**config.mk**
```make
export PLATFORM = sky130hd
export DESIGN_NAME = button_event_decoder
export DESIGN_NICKNAME = d
export VERILOG_FILES = /design/src/rtl/button_event_decoder.sv
export SDC_FILE = /design/constraint.sdc
export NUM_CORES = 1
export LEC_CHECK = 0
export CAP_MARGIN = 20
export CORE_ASPECT_RATIO = 2
export CORE_UTILIZATION = 40
export CTS_CLUSTER_SIZE = 30
export DETAILED_ROUTE_END_ITERATION = 7
export PLACE_DENSITY_LB_ADDON = 0.05
export SLEW_MARGIN = 25
export SYNTH_ARGS = -nofsm -noshare
export SYNTH_HDL_FRONTEND = slang
export SYNTH_SLANG_ARGS = --single-unit
```
**constraint.sdc**
```tcl
create_clock -name clk -period 2.9 [get_ports clk]
set_input_delay 0.58 -clock clk [delete_from_list [all_inputs] [get_ports clk]]
set_output_delay 0.58 -clock clk [all_outputs]
set_load 0.05 [all_outputs]
```
**src/rtl/button_event_decoder.sv**
```systemverilog
// Classifies a debounced button level into click / double-click / long-press events.
// Define AUTO_REPEAT_EN to add periodic repeat_pulse while the button stays held past a long press.
module button_event_decoder #(
  parameter int LONG_PRESS_CLK_CNT   = 4194304,
  parameter int DOUBLE_CLICK_CLK_CNT = 2097152,
  parameter int REPEAT_CLK_CNT       = 1048576
) (
  input  logic clk,
  input  logic reset,
  input  logic btn_debounced,
  output logic click_pulse,
  output logic double_click_pulse,
  output logic long_press_pulse,
  output logic repeat_pulse,
  output logic btn_held
);

  // One counter serves every state, so it is sized for the largest interval (all params >= 2).
  localparam int MAX_CNT = (LONG_PRESS_CLK_CNT > DOUBLE_CLICK_CLK_CNT) ?
                           ((LONG_PRESS_CLK_CNT > REPEAT_CLK_CNT) ? LONG_PRESS_CLK_CNT : REPEAT_CLK_CNT) :
                           ((DOUBLE_CLICK_CLK_CNT > REPEAT_CLK_CNT) ? DOUBLE_CLICK_CLK_CNT : REPEAT_CLK_CNT);
  localparam int CW = $clog2(MAX_CNT);

  localparam logic [CW-1:0] LONG_LAST = CW'(LONG_PRESS_CLK_CNT - 1);
  localparam logic [CW-1:0] DBL_LAST  = CW'(DOUBLE_CLICK_CLK_CNT - 1);

  typedef enum logic [2:0] {
    IDLE,
    PRESS1,
    RELEASE_WAIT,
    PRESS2,
    LONG_HELD
  } state_t;

  state_t        state, state_nxt;
  logic [CW-1:0] cnt, cnt_nxt;
  logic          click_nxt, dbl_nxt, long_nxt;

`ifdef AUTO_REPEAT_EN
  localparam logic [CW-1:0] REP_LAST = CW'(REPEAT_CLK_CNT - 1);
  logic rep_nxt;
`endif

  always_ff @(posedge clk) begin
    if (!reset) begin
      state              <= IDLE;
      cnt                <= '0;
      click_pulse        <= 1'b0;
      double_click_pulse <= 1'b0;
      long_press_pulse   <= 1'b0;
    end else begin
      state              <= state_nxt;
      cnt                <= cnt_nxt;
      click_pulse        <= click_nxt;
      double_click_pulse <= dbl_nxt;
      long_press_pulse   <= long_nxt;
    end
  end

`ifdef AUTO_REPEAT_EN
  always_ff @(posedge clk) begin
    if (!reset) repeat_pulse <= 1'b0;
    else        repeat_pulse <= rep_nxt;
  end
`else
  assign repeat_pulse = 1'b0;
`endif

  assign btn_held = (state == LONG_HELD);

  always_comb begin
    state_nxt = state;
    cnt_nxt   = cnt;
    click_nxt = 1'b0;
    dbl_nxt   = 1'b0;
    long_nxt  = 1'b0;
`ifdef AUTO_REPEAT_EN
    rep_nxt   = 1'b0;
`endif
    unique case (state)
      IDLE: begin
        if (btn_debounced) begin
          state_nxt = PRESS1;
          cnt_nxt   = '0;
        end
      end
      PRESS1: begin
        if (!btn_debounced) begin
          state_nxt = RELEASE_WAIT;
          cnt_nxt   = '0;
        end else if (cnt == LONG_LAST) begin
          state_nxt = LONG_HELD;
          cnt_nxt   = '0;
          long_nxt  = 1'b1;
        end else begin
          cnt_nxt = cnt + 1'b1;
        end
      end
      RELEASE_WAIT: begin
        // Window expiry wins over a coincident press; IDLE picks that press up next edge.
        if (cnt == DBL_LAST) begin
          state_nxt = IDLE;
          cnt_nxt   = '0;
          click_nxt = 1'b1;
        end else if (btn_debounced) begin
          state_nxt = PRESS2;
          cnt_nxt   = '0;
        end else begin
          cnt_nxt = cnt + 1'b1;
        end
      end
      PRESS2: begin
        if (!btn_debounced) begin
          state_nxt = IDLE;
          cnt_nxt   = '0;
          dbl_nxt   = 1'b1;
        end else if (cnt == LONG_LAST) begin
          state_nxt = LONG_HELD;
          cnt_nxt   = '0;
          long_nxt  = 1'b1;
        end else begin
          cnt_nxt = cnt + 1'b1;
        end
      end
      LONG_HELD: begin
        if (!btn_debounced) begin
          state_nxt = IDLE;
          cnt_nxt   = '0;
        end
`ifdef AUTO_REPEAT_EN
        else if (cnt == REP_LAST) begin
          cnt_nxt = '0;
          rep_nxt = 1'b1;
        end else begin
          cnt_nxt = cnt + 1'b1;
        end
`endif
      end
      default: begin
        state_nxt = IDLE;
        cnt_nxt   = '0;
      end
    endcase
  end

endmodule

```
==> out/qor.txt, run 1 <==
run status = finished clean
final slew viol count = 0
Post-Layout Inst Area = 1598 µm²
post-synthesis simple-gate area fraction = 32.69%
Cell Area, Synth = 1493 µm²
non-filler instance count after layout = 225
placed cells = 222
average size of a mapped cell = 8.530 µm²
hold slack = 0.4734 ns
XOR/XNOR Fraction of Synth Area = 10.56%
worst reg-to-reg path cell count = 6
gr usage total = 17.62%
Setup CP Type = register to output pin
CP Max Fanout = 7
Mapped Nets = 179
CP Cell Sequence = nor2_1, nand2_1, inv_1, clkdlybuf4s50_1
Die Ht = 88.39 µm
Layout Skew = 0.002919 ns
Top Ports = 8
Vias per Instance = 5.324
max-cap viol count = 0
largest family of logic cells by synthesized area = simple AND/OR/NAND/NOR gates
Clk pin slew, worst setup/hold paths = 0.09 ns
Final Critical Period = 2.568 ns
Post-Synthesis Cells = 175
required time worst endpoint = 2.32 ns
antenna violations before repair = 0
CP startpoint kind = register
Die Span X = 45.20 µm
layout cells sized above 1 = 7.386%
post-synthesis adder-cell area fraction = 0.8382%
CP max-delay cell = clkdlybuf4s50_1
Synth Register Bits = 28
DR iter-0 viols = 13
most common cell after layout, fill and taps aside = dfxtp_1
number of remaining DRC errors = 0
Cell Pwr Density = 413.4 nW/µm²
CTS sink count = 28
CP endpoint kind = output pin
Placed Instance Area = 1556 µm²
hold crit path type = register to register
CTS resizes = 0
hold path endpoint = cnt[1]
drt first pass iters = 4
worst r2r dst = cnt[14]
slowest stage delay, CP = 0.79 ns
core region area = 3607 µm²
dpl hpwl = 2.362 mm
vias = 1198
Reg area = 560.5 µm²
EDFF count, synth = 0
P&R area growth vs syn = 7.041%
antenna fix cells = 0
multi-input logic area = 859.6 µm²
port buffer count = 6
GP Congestion = 0.8300
TNS Setup = 0 ns
Worst-Skew Late Latency = 0.27 ns
hold path start = cnt[1]
CP Data Arrival Time = 1.99 ns
Compound-Gate Fraction of Synth Area = 13.24%
largest net degree at the start of global routing = 18
mux cell area share after synthesis = 0%
family with the most delay on the worst path = buffers and inverters
CTS H-tree depth = 1
Hold Buf Count CTS = 0
Row Count = 31
grt total ovfl = 0
CTS tree = done
die footprint = 3995 µm²
Crit path buffers/inverters = 2
peak supply drop = 0.0003413 V
Total Nets Final = 182
Async S/R FF share, synth = 0%
total detailed-routing wirelength = 3.082 mm
CTS buffer count = 3
Fin. Hold Viols = 0
Post-CTS Setup Repair Bufs = 0
Main synth FF type = dfxtp_1
per-cell routed wire length = 13.70 µm
P_leak = 0.5459 nW
first-pass GRT wire length = 5.230 mm
hold depth = 2
CTS Root Cell = clkbuf_8
commonest cells after routing, fill and taps aside = 28 x dfxtp_1, 27 x nor2_1, 20 x nand2_1, 11 x xnor2_1, 11 x nor3_1
Clock Tree Buf Depth = 2
Fmax achieved = 389.3 MHz
r2r setup slk = 0.87 ns
synth unique cells = 39
vias in the first global route = 1182
FILL cells = 376
synth warn = 0
Initial Util = 41.38%
unrepaired setup endpoints after global routing = no
sequential share of the synthesized area = 37.55%
ANT nets after route = 0
final setup vio count = 0
Crit Reg-Reg Startpoint = cnt[1]
final worst path period share = 88.57%
## layer usage
| metal | GRT usage, % | routed length [µm] | vias to the layer above |
|---|---|---|---|
| met2 | 32.94 | 1687 | 11 |
| li1 | - | - | 606 |
| met3 | 1.837 | 22 | 8 |
| met5 | 0 | 0 | - |
| met4 | 8.264 | 90 | 0 |
| met1 | 18.55 | 1282 | 573 |
## kinds of logic (layout without fill, tap and decap cells)
logic type | after synthesis | count (layout)
flops | 28 | 28
fa+ha+maj | 1 | 1
xor+xnor | 18 | 18
compound gates | 21 | 21
simple gates | 94 | 94
buf+inv | 12 | 13
other cells | 1 | 1
## cells in the mapped netlist, types with 2 or more instances
master | n | area (µm²)
dfxtp_1 | 28 | 560.5
nor2_1 | 27 | 101.4
nand2_1 | 20 | 75.07
nor3_1 | 11 | 55.05
xnor2_1 | 11 | 96.34
nand3_1 | 10 | 50.05
xor2_1 | 7 | 61.31
nand4_1 | 6 | 37.54
o21ai_0 | 5 | 25.02
and3_1 | 4 | 25.02
inv_1 | 4 | 15.01
a21oi_1 | 3 | 15.01
and4_1 | 3 | 26.28
buf_4 | 3 | 22.52
nor2b_1 | 3 | 18.77
a31oi_1 | 2 | 12.51
buf_6 | 2 | 22.52
clkbuf_1 | 2 | 7.510
nand2b_1 | 2 | 12.51
nand3b_1 | 2 | 15.01
o211ai_1 | 2 | 15.01
## worst max path at each step
| stage | startpoint | to | slack, ns | cells past startpoint |
|---|---|---|---|---|
| finish | state[1] | btn_held | 0.33 | 4 |
| global route | state[1] | btn_held | 0.23 | 4 |
| floorplan | btn_debounced | cnt[21] | 1.09 | 7 |
| detailed placement | btn_debounced | cnt[19] | 0.41 | 6 |
| global placement | btn_debounced | cnt[15] | 0.45 | 6 |
| CTS | state[1] | btn_held | 0.31 | 4 |
## state kept, by name, indices dropped and copies added, names as in the netlist
register,flops
cnt,22
state,3
click_pulse,1
double_click_pulse,1
long_press_pulse,1
## final cells by class
type                       count  share of cell area (%)
clock buffer                   3                   2.584
inverter                       4                  0.9397
multi-input combinational    135                   53.80
sequential                    28                   35.08
tap                           49                   3.837
timing repair buffer           6                   3.759
## worst register-to-register path, cell delays in order, from the launching register on
cell,delay [ns]
dfxtp_1,0.37
ha_1,0.22
nand3_1,0.34
nor2_8,0.28
a31oi_4,0.16
a21oi_4,0.42
nor2_1,0.11
## power breakdown
part	internal, mW	switching, mW	total [mW]
sequential	0.392	0.00827	0.401
combinational	0.0154	0.0295	0.0449
clock	0.0935	0.122	0.215
## metrics by stage
stage / power, mW / worst slack [ns] / util, %
floorplan: 0.4464 / 1.087 / -
global placement: 0.4545 / 0.4492 / 43.15
detailed placement: 0.4551 / 0.4080 / 43.15
CTS: 0.6671 / 0.3128 / 44.29
global route: 0.6858 / 0.2261 / 44.29
finish: 0.6606 / 0.3315 / 44.29
(Power assumes the default switching activity.)
==> inputs of run 2 (changes only) <==
Settings changed: GPL_ROUTABILITY_DRIVEN set to 0.
==> results of run 2 <==
No change in the layout: final DEF, timing and power equal those of run 1.
